**src/rtl/incubator_pkg.sv**
```systemverilog
// Shared types and constants for the incubator sensor scheduler.
// Optional INCUBATOR_SENSOR_CLAMP_EN adds a sample saturation helper.
package incubator_pkg;

  localparam int TEMP_W = 8;

  localparam logic signed [TEMP_W-1:0] SAFE_T    = 8'sd25;
  localparam logic signed [TEMP_W-1:0] CLAMP_MIN = -8'sd20;
  localparam logic signed [TEMP_W-1:0] CLAMP_MAX = 8'sd60;

  typedef enum logic [2:0] {
    ST_IDLE   = 3'd0,
    ST_WAIT   = 3'd1,
    ST_REQ    = 3'd2,
    ST_UPDATE = 3'd3,
    ST_FAULT  = 3'd4
  } sched_state_e;

`ifdef INCUBATOR_SENSOR_CLAMP_EN
  function automatic logic signed [TEMP_W-1:0] clamp_temp(input logic signed [TEMP_W-1:0] v);
    if (v < CLAMP_MIN) return CLAMP_MIN;
    if (v > CLAMP_MAX) return CLAMP_MAX;
    return v;
  endfunction
`endif

endpackage

```
**src/rtl/incubator_avg_window.sv**
```systemverilog
// Moving-average window: shift register of samples, preload on first sample,
// signed sum and arithmetic shift into a registered temperature output.
module incubator_avg_window
  import incubator_pkg::*;
#(
  parameter int AVG_LOG2 = 2
) (
  input  logic                     clk,
  input  logic                     reset,
  input  logic signed [TEMP_W-1:0] sample,
  input  logic                     push,
  input  logic                     preload,
  output logic signed [TEMP_W-1:0] t
);

  localparam int DEPTH = 1 << AVG_LOG2;
  localparam int SUM_W = TEMP_W + AVG_LOG2;

  logic signed [TEMP_W-1:0] win_q [DEPTH];
  logic signed [TEMP_W-1:0] win_d [DEPTH];
  logic signed [SUM_W-1:0]  sum_d;
  logic signed [TEMP_W-1:0] t_q, t_d;

  always_comb begin
    win_d = win_q;
    sum_d = '0;
    t_d   = t_q;
    if (push) begin
      win_d[0] = sample;
      for (int i = 1; i < DEPTH; i++) begin
        win_d[i] = preload ? sample : win_q[i-1];
      end
    end
    for (int i = 0; i < DEPTH; i++) begin
      sum_d = sum_d + SUM_W'(win_d[i]);
    end
    // Arithmetic shift floors toward -inf; result always fits TEMP_W.
    if (push) t_d = TEMP_W'(sum_d >>> AVG_LOG2);
  end

  always_ff @(posedge clk) begin
    if (reset) begin
      for (int i = 0; i < DEPTH; i++) win_q[i] <= '0;
      t_q <= SAFE_T;
    end else begin
      win_q <= win_d;
      t_q   <= t_d;
    end
  end

  assign t = t_q;

endmodule

```
**src/rtl/incubator_sensor_scheduler.sv**
```systemverilog
// Periodic sensor read sequencer with timeout fault and moving-average output.
// Define INCUBATOR_SENSOR_CLAMP_EN to saturate captured samples to [-20, 60].
//
// state  | meaning
// IDLE   | sampling disabled, window retained
// WAIT   | period timer counting down to next read
// REQ    | sensor_req high, timeout timer counting down
// UPDATE | captured sample pushed into window, T updated next edge
// FAULT  | sensor did not answer; sticky until clear_fault
module incubator_sensor_scheduler
  import incubator_pkg::*;
#(
  parameter int SAMPLE_PERIOD = 100,
  parameter int TIMEOUT       = 16,
  parameter int AVG_LOG2      = 2
) (
  input  logic                     clk,
  input  logic                     reset,
  input  logic                     enable,
  input  logic                     clear_fault,
  input  logic                     sensor_ack,
  input  logic signed [TEMP_W-1:0] sensor_data,
  output logic                     sensor_req,
  output logic signed [TEMP_W-1:0] T,
  output logic                     t_valid,
  output logic                     fault
);

  localparam int TMR_MAX = (SAMPLE_PERIOD > TIMEOUT) ? SAMPLE_PERIOD : TIMEOUT;
  localparam int TMR_W   = $clog2(TMR_MAX + 1);
  localparam logic [TMR_W-1:0] PERIOD_LD = TMR_W'(SAMPLE_PERIOD - 1);
  localparam logic [TMR_W-1:0] TO_LD     = TMR_W'(TIMEOUT - 1);

  sched_state_e             state_q, state_d;
  logic [TMR_W-1:0]         tmr_q, tmr_d;
  logic signed [TEMP_W-1:0] sample_q, sample_d;
  logic                     empty_q, empty_d;
  logic                     t_valid_q, t_valid_d;
  logic signed [TEMP_W-1:0] sample_in;
  logic                     push, preload;

`ifdef INCUBATOR_SENSOR_CLAMP_EN
  assign sample_in = clamp_temp(sensor_data);
`else
  assign sample_in = sensor_data;
`endif

  always_comb begin
    state_d   = state_q;
    tmr_d     = tmr_q;
    sample_d  = sample_q;
    empty_d   = empty_q;
    push      = 1'b0;
    preload   = 1'b0;
    t_valid_d = (state_q == ST_UPDATE);
    case (state_q)
      ST_IDLE: begin
        if (enable) begin
          state_d = ST_WAIT;
          tmr_d   = PERIOD_LD;
        end
      end
      ST_WAIT: begin
        if (!enable) begin
          state_d = ST_IDLE;
        end else if (tmr_q == '0) begin
          state_d = ST_REQ;
          tmr_d   = TO_LD;
        end else begin
          tmr_d = tmr_q - 1'b1;
        end
      end
      ST_REQ: begin
        // Ack is checked before terminal count so a last-cycle ack wins.
        if (sensor_ack) begin
          sample_d = sample_in;
          state_d  = ST_UPDATE;
        end else if (tmr_q == '0) begin
          state_d = ST_FAULT;
        end else begin
          tmr_d = tmr_q - 1'b1;
        end
      end
      ST_UPDATE: begin
        push    = 1'b1;
        preload = empty_q;
        empty_d = 1'b0;
        if (enable) begin
          state_d = ST_WAIT;
          tmr_d   = PERIOD_LD;
        end else begin
          state_d = ST_IDLE;
        end
      end
      ST_FAULT: begin
        if (clear_fault) begin
          state_d = ST_IDLE;
          empty_d = 1'b1;
        end
      end
      default: state_d = ST_IDLE;
    endcase
  end

  always_ff @(posedge clk) begin
    if (reset) begin
      state_q   <= ST_IDLE;
      tmr_q     <= '0;
      sample_q  <= '0;
      empty_q   <= 1'b1;
      t_valid_q <= 1'b0;
    end else begin
      state_q   <= state_d;
      tmr_q     <= tmr_d;
      sample_q  <= sample_d;
      empty_q   <= empty_d;
      t_valid_q <= t_valid_d;
    end
  end

  incubator_avg_window #(
    .AVG_LOG2(AVG_LOG2)
  ) u_avg_window (
    .clk    (clk),
    .reset  (reset),
    .sample (sample_q),
    .push   (push),
    .preload(preload),
    .t      (T)
  );

  assign sensor_req = (state_q == ST_REQ);
  assign fault      = (state_q == ST_FAULT);
  assign t_valid    = t_valid_q;

endmodule

```
**config.mk**
```make
export PLATFORM = sky130hd
export DESIGN_NAME = incubator_sensor_scheduler
export DESIGN_NICKNAME = d
export VERILOG_FILES = /design/src/rtl/incubator_pkg.sv /design/src/rtl/incubator_avg_window.sv /design/src/rtl/incubator_sensor_scheduler.sv
export SDC_FILE = /design/constraint.sdc
export NUM_CORES = 1
export LEC_CHECK = 0
export BUFFER_PORTS_ARGS = -buffer_cell sky130_fd_sc_hd__buf_2
export CAP_MARGIN = 5
export CELL_PAD_IN_SITES_DETAIL_PLACEMENT = 1
export CELL_PAD_IN_SITES_GLOBAL_PLACEMENT = 1
export CORE_MARGIN = 10
export CORE_UTILIZATION = 46
export DETAILED_ROUTE_END_ITERATION = 6
export PLACE_DENSITY = 0.87
export SLEW_MARGIN = 10
export SYNTH_ARGS = -nofsm -noshare
export SYNTH_HDL_FRONTEND = slang
export SYNTH_SLANG_ARGS = --single-unit
```
**constraint.sdc**
```tcl
create_clock -name clk -period 5.3 [get_ports clk]
set_clock_uncertainty 0.15 [all_clocks]
set_input_delay 0.53 -clock clk [delete_from_list [all_inputs] [get_ports clk]]
set_output_delay 0.53 -clock clk [all_outputs]
set_load 0.05 [all_outputs]
```
# [Word-level counts from Yosys, hierarchy flattened]
# Cells that the tools add are included.
[op_classes] reduce_logical=9 addsub=4 mux=22 eq_ne=12
[ops] operator="7-bit 2-to-1 mux" n=5
[ops] operator="32-bit 2-to-1 mux" n=1
[ops] operator="8-bit 2-to-1 mux" n=3
[ops] operator="7-bit case mux with 3 select lines" n=1
[ops] operator="3-bit 2-to-1 mux" n=6
[ops] operator="3-bit case mux with 5 select lines" n=1
[ops] operator="10-bit by 8-bit adder with 10-bit output" n=1
[ops] operator="9-bit by 8-bit adder with 10-bit output" n=1
[ops] operator="2-bit != test (second input constant)" n=5
[ops] operator="8-bit by 8-bit adder with 9-bit output" n=1
[ops] operator="7-bit logical NOT" n=1
[ops] operator="7-bit by 1-bit subtractor with 7-bit output (second input constant)" n=1
[ops] operator="3-bit by 2-bit == test with 1-bit output (second input constant)" n=2
[ops] operator="5-bit AND reduction" n=1
[ops] operator="1-bit 2-to-1 mux" n=4
[ops] operator="2-bit AND reduction" n=2
[ops] operator="4-bit AND reduction" n=1
[ops] operator="3-bit by 1-bit == test with 1-bit output (second input constant)" n=1
[ops] operator="3-bit == test (second input constant)" n=1
[ops] operator="3-bit logical NOT" n=1
[ops] operator="3-bit by 2-bit != test with 1-bit output (second input constant)" n=1
[ops] operator="3-bit != test (second input constant)" n=1
[ops] operator="3-bit nonzero test" n=1
[ops] operator="2-bit by 1-bit != test with 1-bit output (second input constant)" n=1
[ops] operator="3 further kinds" n=3
[totals] ff_bits=60 elab_cells=57 input_bits=13 output_inout_bits=11

# [Logic depth before layout (Yosys ltp)]
[logic_depth] depth_word=7 mapped_depth=16 mapped_depth_nobuf=13

# [Hierarchy]
# A second synthesis with hierarchy kept.
[unflattened] hier_cells=386 hier_area_um2=3382.0
[modules_own_cells] module="incubator_avg_window" area_each_um2=2358.5 seq_area_each_um2=800.8 n_inst=1 cells_per_inst=263
[modules_own_cells] module="incubator_sensor_scheduler" area_each_um2=1023.5 seq_area_each_um2=400.4 n_inst=1 cells_per_inst=123

# [Least setup slack after synthesis]
# Ideal clock, no wire load.
[synth_timing] path_kind="reg2reg" from="register state_q[0]" to="register u_avg_window.t_q[7] (netlist: u_avg_window.t[7])" stages_incl_launch_ff=16 path_slack_ns=1.524 setup_time_ns=0.117 n_path_buf=3 synth_period_minus_slack_ns=3.776 t_required_ns=5.033 t_arrival_ns=3.509 cell_sequence="dfxtp_1 -> buf_4 -> nand3b_1 -> buf_2 -> buf_1 -> nand2_1 -> o21ai_0 -> fa_1 -> fa_1 -> and3_1 -> fa_1 -> a21oi_1 -> o21ai_0 -> o22ai_1 -> mux2i_1 -> nand2_1"
[synth_lines] item="start, declared" line_no="incubator_sensor_scheduler.sv:34" source="sched_state_e state_q, state_d;"
[synth_lines] item="start signal, assigned" line_no="incubator_sensor_scheduler.sv:113" source="state_q <= state_d;"
[synth_lines] item="end signal, assigned" line_no="incubator_avg_window.sv:47" source="t_q <= t_d;"
[synth_lines] item="end, declared" line_no="incubator_avg_window.sv:22" source="logic signed [TEMP_W-1:0] t_q, t_d;"

==> results.json <==
{
  "outcome": "finished, final reports clean",
  "yosysSeqAreaShare_pct": 35.39,
  "grt_start_max_net_pins": 79,
  "required_ps": 5380,
  "cts_max_level": 3,
  "cp_slowest_cell": "dfxtp_1",
  "holdCritStartpoint": "sensor_data[7]",
  "worstPathMaxFanout": 18,
  "grt_pass1_wl_um": 14280,
  "syn_avg_cell_area_sq_um": 8.980,
  "fp.dieH_um": 105.9,
  "dp_cells": 481,
  "hold_ws_ps": 272.5,
  "drt_iter0_drc": 100,
  "cts_tree": "built",
  "reg2reg_from": "empty_q",
  "power_switching_share_pct": 23.82,
  "rsz0062_at_grt": "no",
  "crit_path_start": "empty_q",
  "antenna_left": 0,
  "fin_crit_sh_pct": 84.57,
  "syn_inst": 378,
  "synth_top_area_share_pct": 35.39,
  "drc_errors": 0,
  "clk_pin_slew_ps": 70,
  "synth-warning-count": 0,
  "min_period_ps": 4482,
  "syn-num-nets": 416,
  "tns_ps": 0,
  "finalSetupViolations": 0,
  "synthTopCellsByArea": "dfxtp_1, mux2i_1, fa_1",
  "cts_hold_buf": 0,
  "fp.dieW_um": 105.9,
  "diodes": 0,
  "routedWlPerCell_um": 16.87,
  "ioPinCount": 24,
  "synth_cell_types": 52,
  "power.leakage_nw": 1.757,
  "die_area_sq_um": 11220,
  "synth_top_area_cell": "dfxtp_1",
  "fmax_ghz": 0.2231,
  "synthArstFlopShare_pct": 0,
  "rows": 31,
  "nNetsFinal": 431,
  "p_int_uw": 722.8,
  "numClockSinks": 60,
  "vias": 2745,
  "synth-seq-cells": 60,
  "finalPower_uw": 948.8,
  "first_pass_iters": 4,
  "crit_buf_inv": 1,
  "pwr-share-comb_pct": 6.6,
  "hold_viol_final": 0,
  "fin_cells": 497,
  "grt_pass1_vias": 2989,
  "cp_cell_sequence": "buf_4 > mux2i_1 > o21ai_0 > fa_1 > fa_1 > and3_1 > fa_1 > a21oi_1 > o21ai_0 > o21ai_0 > or4_1 > nand3_1",
  "place_area_sq_um": 3576,
  "ir_drop_v": 0.0001247,
  "pwr-share-clk_pct": 44.4,
  "postCtsSetupBuffers": 0,
  "p_per_area_nw_per_um2": 251.1,
  "cts_root_buf": "clkbuf_8",
  "core-area_sq_um": 7214,
  "critPathKind": "reg2reg",
  "ys.flop_type": "dfxtp_1",
  "drive_gt1_share_pct": 13.07,
  "cap_violations": 0,
  "synth_edf_count": 0,
  "portBuffers": 23,
  "post_cts_resized": 0,
  "power.switching_uw": 226.0,
  "fin_area_sq_um": 3779,
  "gp_congestion": 0.8716,
  "clk_latency_ps": 350,
  "pwr-share-seq_pct": 49.0,
  "hpwl_um": 5865,
  "path_delay_family": "adder cells",
  "synthTopCellsByCount": "dfxtp_1, mux2i_1, nor2_1, nand2_1, o21ai_0",
  "end_kind": "flip-flop",
  "cp_slowest_stage_delay_ps": 980,
  "cts_buffers": 9,
  "cp.arrival_ps": 4560,
  "area_growth_pct": 11.32,
  "start_kind": "flip-flop",
  "routed_wl_um": 8383,
  "hold_class": "in2reg",
  "tightest_slew_ps": 1000,
  "clockBufferDepth": 2,
  "vias_per_cell": 5.523,
  "netlist_area_sq_um": 3395,
  "track_usage_pct": 15.78,
  "start_util_pct": 47.05,
  "antenna_found_initial": 0,
  "max-slew-margin-rel_pct": 33.22,
  "overflow": 0,
  "yosysMostFrequentCell": "dfxtp_1",
  "slew_violations": 0
}
==> cell usage in the layout, fill, tap and decap left out, drive strengths merged, types with 2 or more instances in the layout <==
master	synthesis	routed
o21a	3	3
inv	25	25
fa	17	17
or4	3	3
nor2	36	36
a22oi	2	2
nand3	5	5
ha	8	8
mux2	4	4
o21ai	29	29
xnor2	4	4
a211oi	4	4
nor4b	2	2
a31oi	2	2
nor3b	3	3
buf	10	26
dfxtp	60	60
nor4	3	3
nand2	32	32
a221o	2	2
nand2b	3	3
clkbuf	12	12
nor3	6	6
and2	25	25
o31ai	2	2
clkinv	0	2
nor2b	3	3
a21oi	17	17
mux2i	40	40
==> stage by stage <==
stage / utilization, % / setup slack (ps)
after floorplan: - / 1524
final: 52.38 / 818.0
after CTS: 52.38 / 813.2
after global routing: 52.38 / 550.7
after detailed placement: 49.57 / 929.0
after global placement: 49.57 / 1003
==> routing by layer <==
metal | vias up | wire length [um] | track usage, % | part of all wire (%)
met5 | - | 0 | 0 | 0
met4 | 0 | 267 | 8.317 | 3.2
met3 | 22 | 256 | 3.684 | 3.1
met2 | 53 | 4522 | 29.02 | 54
met1 | 1352 | 3336 | 16.24 | 40
li1 | 1318 | - | - | -
==> state kept, by name, summed over array words and instances (netlist names) <==
signal	cells
u_avg_window.win_q	32
u_avg_window.t	8
empty_q	1
tmr_q	7
t_valid	1
sample_q	8
state_q	3
==> logic make-up after synthesis <==
family | share of synthesized area, %
mux | 13.12
compound gates | 12.46
buf+inv | 5.492
xor+xnor | 1.032
fa+ha+maj | 12.97
flops | 35.39
simple gates | 19.54
==> path summary, 6_finish.rpt <==
path	slack (ps)	end	cells after the start
worst max-delay path	820	u_avg_window.t[5]	12
worst min-delay path	270	sample_q[7]	3
worst max register to register	820	u_avg_window.t[5]	12
worst min register to register	320	u_avg_window.t[7]	2
==> area by class of cell <==
| type | count | area, sq um |
|---|---|---|
| inverters | 25 | 93.84 |
| multi-input cells | 271 | 2007 |
| clock buffers | 12 | 155.1 |
| flip-flops and latches | 60 | 1201 |
| clock inverters | 4 | 47.55 |
| repair buffers | 26 | 150.1 |
| well taps | 99 | 123.9 |
| fillers | 875 | 3436 |
==> power by group through the flow <==
stage          Sequential (mW)  Clock [mW]  Combinational (mW)
5_1_grt                  0.466       0.455              0.0702
3_5_place_dp             0.475           0              0.0624
3_3_place_gp             0.475           0              0.0597
2_1_floorplan            0.472           0              0.0473
4_1_cts                  0.465       0.433              0.0629
6_report                 0.465       0.421              0.0624
==> worst min-delay path, stage by stage <==
cell	delay (ps)
buf_2	70
mux2i_1	50
nor2_1	70
(Power assumes the default switching activity.)
